### config.mk
export PLATFORM = sky130hd
export DESIGN_NAME = instruction_fetch_flat
export DESIGN_NICKNAME = d
export VERILOG_FILES = /design/src/rtl/fetch_pkg.sv /design/src/rtl/instruction_fetch_if.sv /design/src/rtl/fetch_buffer.sv /design/src/rtl/instruction_fetch.sv /design/src/flat_wrapper.sv
export SDC_FILE = /design/constraint.sdc
export NUM_CORES = 1
export LEC_CHECK = 0
export CAP_MARGIN = 25
export CORE_MARGIN = 4
export CORE_UTILIZATION = 52
export DETAILED_ROUTE_END_ITERATION = 8
export GPL_TIMING_DRIVEN = 0
export PLACE_DENSITY = 0.88
export SETUP_SLACK_MARGIN = 0.15
export SKIP_LAST_GASP = 1
export SYNTH_ARGS = -nofsm -noshare
export SYNTH_HDL_FRONTEND = slang
export SYNTH_SLANG_ARGS = --single-unit
### constraint.sdc
create_clock -name clk -period 14.5 [get_ports clk]
set_input_delay 2.9 -clock clk [delete_from_list [all_inputs] [get_ports clk]]
set_output_delay 2.9 -clock clk [all_outputs]
set_load 0.03 [all_outputs]
### src/rtl/fetch_pkg.sv
// Shared types and constants for the instruction fetch stage.
//   fetch_state_t : fetch state machine encoding
//   fetch_entry_t : one fetch buffer entry {pc, instruction, misaligned}
//   NOP           : addi x0, x0, 0, used as the payload of trap markers
package fetch_pkg;

  typedef enum logic [1:0] {
    RESET_ST = 2'd0,
    FETCH    = 2'd1,
    TRAP     = 2'd2,
    HALT     = 2'd3
  } fetch_state_t;

  typedef struct packed {
    logic [31:0] pc;
    logic [31:0] instruction;
    logic        misaligned;
  } fetch_entry_t;

  localparam logic [31:0] NOP              = 32'h0000_0013;
  localparam logic [31:0] DEFAULT_RESET_PC = 32'h0000_0000;

endpackage

### src/rtl/instruction_fetch_if.sv
// Bus bundle of the fetch stage.
//   imem_*      : word address out, combinational instruction read data in
//   redirect_*  : PC redirect request from decode/execute
//   out_*       : valid/ready stream of fetched entries towards decode
// master = fetch stage, slave = environment (memory, decode, redirect source).
interface instruction_fetch_if;

  logic [31:0] imem_address;
  logic [31:0] imem_instruction;
  logic        redirect_valid;
  logic [31:0] redirect_pc;
  logic        out_valid;
  logic        out_ready;
  logic [31:0] out_pc;
  logic [31:0] out_instruction;
  logic        out_misaligned;

  modport master (
    output imem_address,
    input  imem_instruction,
    input  redirect_valid,
    input  redirect_pc,
    output out_valid,
    input  out_ready,
    output out_pc,
    output out_instruction,
    output out_misaligned
  );

  modport slave (
    input  imem_address,
    output imem_instruction,
    output redirect_valid,
    output redirect_pc,
    input  out_valid,
    output out_ready,
    input  out_pc,
    input  out_instruction,
    input  out_misaligned
  );

endinterface

### src/rtl/fetch_buffer.sv
// Synchronous FIFO of fetch entries with first-word fall-through head.
//   clk, reset  : clock, asynchronous active-high reset
//   push, entry : write entry at the tail (caller guarantees space)
//   pop         : drop the head entry (caller guarantees non-empty)
//   flush       : empty the FIFO; overrides push and pop
//   head        : oldest entry, read straight from storage
//   count       : number of entries held
//   full, empty : occupancy flags, decoded from the count flop
module fetch_buffer
  import fetch_pkg::*;
#(
  parameter int unsigned BUFFER_DEPTH = 2,
  localparam int unsigned PtrW = $clog2(BUFFER_DEPTH),
  localparam int unsigned CntW = PtrW + 1
) (
  input  logic                clk,
  input  logic                reset,
  input  logic                push,
  input  logic                pop,
  input  logic                flush,
  input  fetch_entry_t        entry,
  output fetch_entry_t        head,
  output logic [CntW-1:0]     count,
  output logic                full,
  output logic                empty
);

  fetch_entry_t          mem_q [BUFFER_DEPTH];
  fetch_entry_t          mem_d [BUFFER_DEPTH];
  logic [PtrW-1:0]       wr_ptr_q, wr_ptr_d;
  logic [PtrW-1:0]       rd_ptr_q, rd_ptr_d;
  logic [CntW-1:0]       count_q, count_d;

  always_comb begin
    mem_d    = mem_q;
    wr_ptr_d = wr_ptr_q;
    rd_ptr_d = rd_ptr_q;
    count_d  = count_q;
    if (flush) begin
      wr_ptr_d = '0;
      rd_ptr_d = '0;
      count_d  = '0;
    end else begin
      if (push) begin
        mem_d[wr_ptr_q] = entry;
        wr_ptr_d        = wr_ptr_q + PtrW'(1);
      end
      if (pop) begin
        rd_ptr_d = rd_ptr_q + PtrW'(1);
      end
      // Pointers are power-of-two wide, so they wrap for free.
      if (push && !pop) begin
        count_d = count_q + CntW'(1);
      end else if (pop && !push) begin
        count_d = count_q - CntW'(1);
      end
    end
  end

  always_ff @(posedge clk or posedge reset) begin
    if (reset) begin
      for (int i = 0; i < BUFFER_DEPTH; i++) begin
        mem_q[i] <= '0;
      end
      wr_ptr_q <= '0;
      rd_ptr_q <= '0;
      count_q  <= '0;
    end else begin
      mem_q    <= mem_d;
      wr_ptr_q <= wr_ptr_d;
      rd_ptr_q <= rd_ptr_d;
      count_q  <= count_d;
    end
  end

  assign head  = mem_q[rd_ptr_q];
  assign count = count_q;
  assign full  = (count_q == CntW'(BUFFER_DEPTH));
  assign empty = (count_q == '0);

endmodule

### src/rtl/instruction_fetch.sv
// Fetch stage of the rv32I core: PC register, fetch state machine, redirect
// handling and a fetch buffer feeding decode.
//   clk, reset : clock, asynchronous active-high reset
//   bus        : instruction_fetch_if.master (imem, redirect, out stream)
module instruction_fetch
  import fetch_pkg::*;
#(
  parameter logic [31:0] RESET_PC     = DEFAULT_RESET_PC,
  parameter int unsigned BUFFER_DEPTH = 2
) (
  input  logic                  clk,
  input  logic                  reset,
  instruction_fetch_if.master   bus
);

  localparam int unsigned CntW = $clog2(BUFFER_DEPTH) + 1;

  fetch_state_t    state_q, state_d;
  logic [31:0]     pc_q, pc_d;

  logic            push, pop, pop_req, flush, can_push;
  fetch_entry_t    entry, head;
  logic [CntW-1:0] count;
  logic            full, empty;

  assign pop_req  = (count != '0) && bus.out_ready;
  // A full buffer still takes a push when the head leaves the same cycle.
  assign can_push = !full || pop_req;

  always_comb begin
    state_d = state_q;
    pc_d    = pc_q;
    push    = 1'b0;
    pop     = pop_req;
    flush   = 1'b0;
    entry   = '{pc: pc_q, instruction: bus.imem_instruction, misaligned: 1'b0};

    if (state_q != RESET_ST && bus.redirect_valid) begin
      // Redirect wins over push and pop; the pop this cycle is lost.
      flush   = 1'b1;
      pop     = 1'b0;
      pc_d    = bus.redirect_pc;
      state_d = (bus.redirect_pc[1:0] == 2'b00) ? FETCH : TRAP;
    end else begin
      unique case (state_q)
        RESET_ST: state_d = FETCH;
        FETCH: begin
          if (can_push) begin
            push = 1'b1;
            pc_d = pc_q + 32'd4;
          end
        end
        TRAP: begin
          // Memory data is meaningless at a misaligned PC; emit a marker.
          if (can_push) begin
            push    = 1'b1;
            entry   = '{pc: pc_q, instruction: NOP, misaligned: 1'b1};
            state_d = HALT;
          end
        end
        HALT: ;
        default: state_d = RESET_ST;
      endcase
    end
  end

  always_ff @(posedge clk or posedge reset) begin
    if (reset) begin
      state_q <= RESET_ST;
      pc_q    <= RESET_PC;
    end else begin
      state_q <= state_d;
      pc_q    <= pc_d;
    end
  end

  fetch_buffer #(
    .BUFFER_DEPTH (BUFFER_DEPTH)
  ) u_fetch_buffer (
    .clk   (clk),
    .reset (reset),
    .push  (push),
    .pop   (pop),
    .flush (flush),
    .entry (entry),
    .head  (head),
    .count (count),
    .full  (full),
    .empty (empty)
  );

  assign bus.imem_address    = pc_q;
  assign bus.out_valid       = !empty;
  assign bus.out_pc          = head.pc;
  assign bus.out_instruction = head.instruction;
  assign bus.out_misaligned  = head.misaligned;

endmodule

### src/flat_wrapper.sv
// flat-port wrapper written by rule: the top's interface ports become plain ports
module instruction_fetch_flat import fetch_pkg::*;
#(
  parameter logic [31:0] RESET_PC     = DEFAULT_RESET_PC,
  parameter int unsigned BUFFER_DEPTH = 2
)
  (clk, reset, bus_imem_address, bus_imem_instruction, bus_redirect_valid, bus_redirect_pc, bus_out_valid, bus_out_ready, bus_out_pc, bus_out_instruction, bus_out_misaligned);
  instruction_fetch_if bus_i ();
  input  logic clk;
  input  logic reset;
  output wire logic [$bits(bus_i.imem_address)-1:0] bus_imem_address;
  input wire logic [$bits(bus_i.imem_instruction)-1:0] bus_imem_instruction;
  input wire logic [$bits(bus_i.redirect_valid)-1:0] bus_redirect_valid;
  input wire logic [$bits(bus_i.redirect_pc)-1:0] bus_redirect_pc;
  output wire logic [$bits(bus_i.out_valid)-1:0] bus_out_valid;
  input wire logic [$bits(bus_i.out_ready)-1:0] bus_out_ready;
  output wire logic [$bits(bus_i.out_pc)-1:0] bus_out_pc;
  output wire logic [$bits(bus_i.out_instruction)-1:0] bus_out_instruction;
  output wire logic [$bits(bus_i.out_misaligned)-1:0] bus_out_misaligned;
  assign bus_imem_address = bus_i.imem_address;
  assign bus_i.imem_instruction = bus_imem_instruction;
  assign bus_i.redirect_valid = bus_redirect_valid;
  assign bus_i.redirect_pc = bus_redirect_pc;
  assign bus_out_valid = bus_i.out_valid;
  assign bus_i.out_ready = bus_out_ready;
  assign bus_out_pc = bus_i.out_pc;
  assign bus_out_instruction = bus_i.out_instruction;
  assign bus_out_misaligned = bus_i.out_misaligned;
  instruction_fetch #(.RESET_PC(RESET_PC), .BUFFER_DEPTH(BUFFER_DEPTH)) u_core (.clk(clk), .reset(reset), .bus(bus_i));
endmodule
-- After elaboration in Yosys (flattened, before gate mapping)
Index checks and enable logic that the tools add are counted.
- add/sub/neg operators: 5
- $lt $le $gt $ge: 3
- eq/ne operators: 4
- multiplexer cells: 28
- bitwise logic cells: 3
- reductions and logical operators: 25
- operator list (operator ; number):
    65-bit 2-to-1 mux ; 4
    130-bit bitwise mux ; 1
    33-bit 2-to-1 mux ; 3
    32-bit 2-to-1 mux ; 3
    65-bit demux with 1-bit select ; 1
    32-bit by 3-bit adder with 32-bit output (second input constant) ; 1
    2-bit 2-to-1 mux ; 6
    2-bit nonzero test ; 6
    1-bit 2-to-1 mux ; 9
    2-bit logical NOT ; 3
    2-bit AND reduction ; 3
    3-bit nonzero test ; 2
    1-bit logical AND ; 5
    2-bit equality test (second input constant) ; 2
    2-bit greater-or-equal comparator (second input constant) ; 2
    1-bit logical NOT ; 4
    1-bit NOT with 2-bit output ; 2
    2-bit case mux with 2 select lines ; 1
    3-bit by 1-bit != test with 1-bit output (second input constant) ; 1
    1-bit adder (second input constant) ; 2
    2-bit by 1-bit adder with 2-bit output (second input constant) ; 1
    2-bit by 1-bit equality test with 1-bit output (second input constant) ; 1
    2-bit by 1-bit < comparator with 1-bit output (second input constant) ; 1
    2-bit OR reduction ; 1
    other kinds (3) ; 3
- register bits: 168
- input bits: 68
- output and inout bits: 98
- word-level logic and storage cells: 79

-- Depth between registers and ports, before layout
- depth in word-level cells: 11
- depth in mapped cells: 10
- gate-level depth less buffers: 8

-- Modules after synthesis
From an unflattened synthesis, not the netlist that was laid out.
- cell total of the unflattened synthesis: 660
- area total of the unflattened synthesis: 8335.5 µm²
- by module, submodules not included (module ; times used ; cells each ; area an instance (µm²) ; seq. area each (µm²)):
    fetch_buffer ; 1 ; 367 ; 5856.9 ; 3353.2
    instruction_fetch ; 1 ; 293 ; 2478.6 ; 850.8

-- Worst setup path before layout
No wires, ideal clock.
- path kind: input port to flip-flop
- start point: input port bus_out_ready
- end point: register u_core.u_fetch_buffer.count_q[1], in the netlist u_core.u_fetch_buffer.count[1]
- setup time: 78 ps
- arrival time: 4438 ps
- data required time: 14422 ps
- path slack: 9984 ps
- stages on the path: 7
- buffers on the path: 1
- cell sequence: or3b_2 clkbuf_1 nand2_1 nor2_1 ha_1 or3_1 a21oi_1
- word-level cells in the longest chain between the ends: 8
- elaborated cells between the ends (all ways): 13
- those cells by class: mux: 6; reduce/logical: 7
- ends and longest elaborated chain (item ; RTL line ; source):
    start, declared ; flat_wrapper.sv:16 ; input wire logic [$bits(bus_i.out_ready)-1:0] bus_out_ready;
    1-bit logical AND (*) ; instruction_fetch.sv:26 ; assign pop_req = (count != '0) && bus.out_ready;
    1-bit logical OR ; instruction_fetch.sv:28 ; assign can_push = !full || pop_req;
    1-bit 2-to-1 mux ; instruction_fetch.sv:48, instruction_fetch.sv:55 ;
    1-bit 2-to-1 mux ; - ;
    1-bit 2-to-1 mux ; instruction_fetch.sv:38 ; if (state_q != RESET_ST && bus.redirect_valid) begin
    1-bit logical AND or 1-bit logical NOT (tied branches) ; fetch_buffer.sv:52, fetch_buffer.sv:54 ;
    2-bit 2-to-1 mux or 1-bit logical AND (tied branches) ; fetch_buffer.sv:52, fetch_buffer.sv:54 ;
    2-bit 2-to-1 mux or 3-bit nonzero test (tied branches) ; - ;
    end signal, assigned ; fetch_buffer.sv:72 ; count_q <= count_d;
    end, declared ; fetch_buffer.sv:32 ; logic [CntW-1:0] count_q, count_d;
Mark *: on every way between the ends. The rest lies on a longest branch, timed or not.
A chain may end at the register's enable or synchronous reset.

-- Final worst setup path
- start point: register u_core.u_fetch_buffer.rd_ptr_q
- end point: output port bus_out_pc[18]
- word-level cells in the longest chain between the ends: 4
- ends and longest elaborated chain (item ; RTL line ; source):
    start, declared ; fetch_buffer.sv:31 ; logic [PtrW-1:0] rd_ptr_q, rd_ptr_d;
    start signal, assigned ; fetch_buffer.sv:71 ; rd_ptr_q <= rd_ptr_d;
    1-bit NOT with 2-bit output (not written as such) ; fetch_buffer.sv:76 ; assign head = mem_q[rd_ptr_q];
    65-bit 2-to-1 mux (not written as such) (3 in series) ; fetch_buffer.sv:76 ;
    end, declared ; flat_wrapper.sv:17 ; output wire logic [$bits(bus_i.out_pc)-1:0] bus_out_pc;
Every way passes these cells. The select of a mux whose other input is x is not followed.

==> impl_results.md <==
- Final WL: 20000 um
- Met2 WL: 9640 um
- Initial antenna violation count: 0
- Most frequent cell after synthesis: dfrtp_1
- Worst rel slew slack: 50.0%
- RSZ-0062 raised after global routing: false
- Setup bufs post-CTS: 0
- Largest stage delay on the critical path: 640 ps
- Row cnt: 45
- First-pass GRT wire length: 33000 um
- Fin crit share: 40.6%
- Core Box Area: 15100 sq um
- Fraction of final layout cells sized beyond drive strength 1: 21.3%
- DR WL met3: 1110 um
- Clk sink count: 168
- Non-Filler Instances: 1132
- Reg clk slew, reported paths: 60 ps
- Fin. max-slew vios: 0
- Chip width: 132 um
- Required time of the critical path: 11600 ps
- Die span in y: 132 um
- Ranking of synthesized cells by area: dfrtp_1, mux2_2, nand2_1
- Final TNS setup: 0 ps
- RePlAce Congestion: 0.809
- Area delta synth->final: 31.5%
- Residual DRC: 0
- Vias per cell: 5.56
- Delay-heaviest family, CP: buffers and inverters
- CP endpoint kind: output pin
- Peak VDD IR: 183 uV
- Crit path DAT: 2980 ps
- Htree depth: 4
- List of most frequent post-synthesis cells: dfrtp_1, nand2_1, mux2_2
- DP Cell Count: 1101
- CTS root buf: clkbuf_16
- Post-cts resize count: 0
- CP Buf/Inv Count: 3
- Main synth FF type: dfrtp_1
- Synth area leader: dfrtp_1
- Routed WL per cell: 17.7 um
- Syn Inst Count: 747
- Yosys reg bits: 168
- Status: finished, final reports clean
- DR pass1 iterations: 5
- Worst slew pin tran: 750 ps
- Synth Cell Area: 7980 sq um
- Buffers on Ports: 165
- Post-synthesis sequential area ratio: 52.7%
- EDFF count, synth: 0
- CP Class: reg2out
- Area share of the leading cell type in the synthesized netlist: 52.7%
- Starting Density: 52.9%
- Minimum clock period: 5880 ps
- Leak Pwr: 4.46 nW
- Grt total ovfl: 0
- Syn avg cell area: 10.7 sq um
- Crit path max fanout: 10
- Post-synth cell types: 34
- Initial drt markers: 391
- CP Cell Sequence: clkbuf_1 > clkbuf_1 > mux2_2 > clkdlybuf4s50_1
- Final ANT Viol Nets: 0
- Final instance area: 10500 sq um
- CTS tree: built
- Post-synth ARST share: 100%
- Power density over cell area: 228 nW/um^2
- Hold slack final: 474 ps
- M1 wire length: 8850 um
- Max Root-Sink Buffers: 2
- Synthesis warning total: 0
- # fillers: 1112
- Final Net Count: 1005
- Hold Crit Class: reg2reg
- Largest net degree at the start of global routing: 87
- Worst Skew: 4.01 ps
- DPL Wire Length: 14100 um
- Top sig layer: met4
- Worst skew pair latency: 420 ps
- Slowest CP cell: clkbuf_1
- Dpl cell area: 9900 sq um
- Mapped Nets: 820
- Vias in the first global route: 6469
- Hold_buf cts: 0
- # IOs: 166
- GR Util All Layers: 23.5%
- Maximum clock rate: 0.170 GHz
- Total CTS buffers: 17
- Max-cap violations: 0
- Final Setup Violations: 0
- Die ar.: 17400 sq um
- Vias after detailed routing: 6289
- Number of diodes: 0
- Fin. Hold Viols: 0
- Most used cell, CP: clkbuf_1
- Startpoint Class: register
[flip-flops by register name, summed over array words and instances (netlist names)]
register	cells
u_core.u_fetch_buffer.wr_ptr_q	1
u_core.u_fetch_buffer.rd_ptr_q	1
u_core.bus.imem_address	32
u_core.u_fetch_buffer.count	2
u_core.u_fetch_buffer.mem_q	130
u_core.state_q	2
[worst register-to-register path, delay by kind of cell (launching register included)]
family	cells	cell delay, ps
buffers and inverters	3	910
and+or+nand+nor	3	650
adders and majority gates	2	560
AOI/OAI and AO/OA	1	150
DFF	1	400
[metrics by stage]
stage / worst slack (ps) / power [mW] / util (%)
after floorplan: 7050 / 1.51 / -
after global placement: 4950 / 1.91 / 65.4
after detailed placement: 9020 / 1.94 / 65.6
after CTS: 8560 / 2.40 / 69.5
after global routing: 8460 / 2.52 / 69.5
final: 8620 / 2.39 / 69.5
[cells in the final DEF (no fill, tap or decap), drive strengths merged, types with 4 or more instances in the layout]
cell	count
a31oi	23
and4	5
buf	49
clkbuf	56
clkdlybuf4s50	165
clkinv	4
dfrtp	168
ha	5
inv	7
mux2	123
nand2	129
nand3	11
nand4	6
nor2	31
o21ai	89
o31ai	16
or3	7
or4	16
xnor2	5
xor2	6
[routing by layer]
layer,up-vias,track usage (%)
met5,-,0
met4,0,8.75
met3,29,5.50
met2,221,38.0
met1,3070,31.1
li1,2969,-
[path summary, 6_finish.rpt]
check | startpoint | endpoint | slack, ps | cells after the start
setup / recovery | u_core.u_fetch_buffer.rd_ptr_q$_DFFE_PP0P_ | bus_out_pc[18] | 8620 | 4
hold / removal | u_core.u_fetch_buffer.mem_q[95]$_DFFE_PP0P_ | u_core.u_fetch_buffer.mem_q[95]$_DFFE_PP0P_ | 470 | 2
setup reg to reg | u_core.state_q[1]$_DFFE_PP0P_ | u_core.u_fetch_buffer.count[1]$_DFFE_PP0P_ | 11760 | 9
hold reg to reg | u_core.u_fetch_buffer.mem_q[95]$_DFFE_PP0P_ | u_core.u_fetch_buffer.mem_q[95]$_DFFE_PP0P_ | 470 | 2
max in group asynchronous | reset | u_core.u_fetch_buffer.mem_q[28]$_DFFE_PP0P_ | 10730 | 3
min in group asynchronous | reset | u_core.u_fetch_buffer.mem_q[57]$_DFFE_PP0P_ | 2970 | 2
[cells by family (layout without fill, tap and decap cells)]
family	Yosys count	in the layout	share of synthesized area, %
flops	168	168	52.7
fa+ha+maj	5	5	0.784
simple gates	221	221	12.9
xor+xnor	11	11	1.21
buf+inv	88	285	5.90
compound gates	130	130	9.02
mux	124	124	17.5
[report_power, final]
| group | leakage, nW | switching [mW] | internal (mW) |
|---|---|---|---|
| clock network | 0.287 | 0.174 | 0.278 |
| logic | 2.14 | 0.626 | 0.533 |
| registers | 2.03 | 0.114 | 0.660 |
| total | 4.46 | 0.915 | 1.47 |
[cell type report]
cell class | count | area [sq um] | area share, %
Sequential cell | 168 | 4200 | 40.1
Multi-Input combinational cell | 491 | 3300 | 31.5
Timing Repair Buffer | 166 | 1680 | 16.0
Clock buffer | 23 | 468 | 4.46
Buffer | 81 | 444 | 4.24
Tap cell | 188 | 235 | 2.24
Clock inverter | 8 | 121 | 1.16
Inverter | 7 | 33.8 | 0.322
Power figures use the tool's default switching activity.
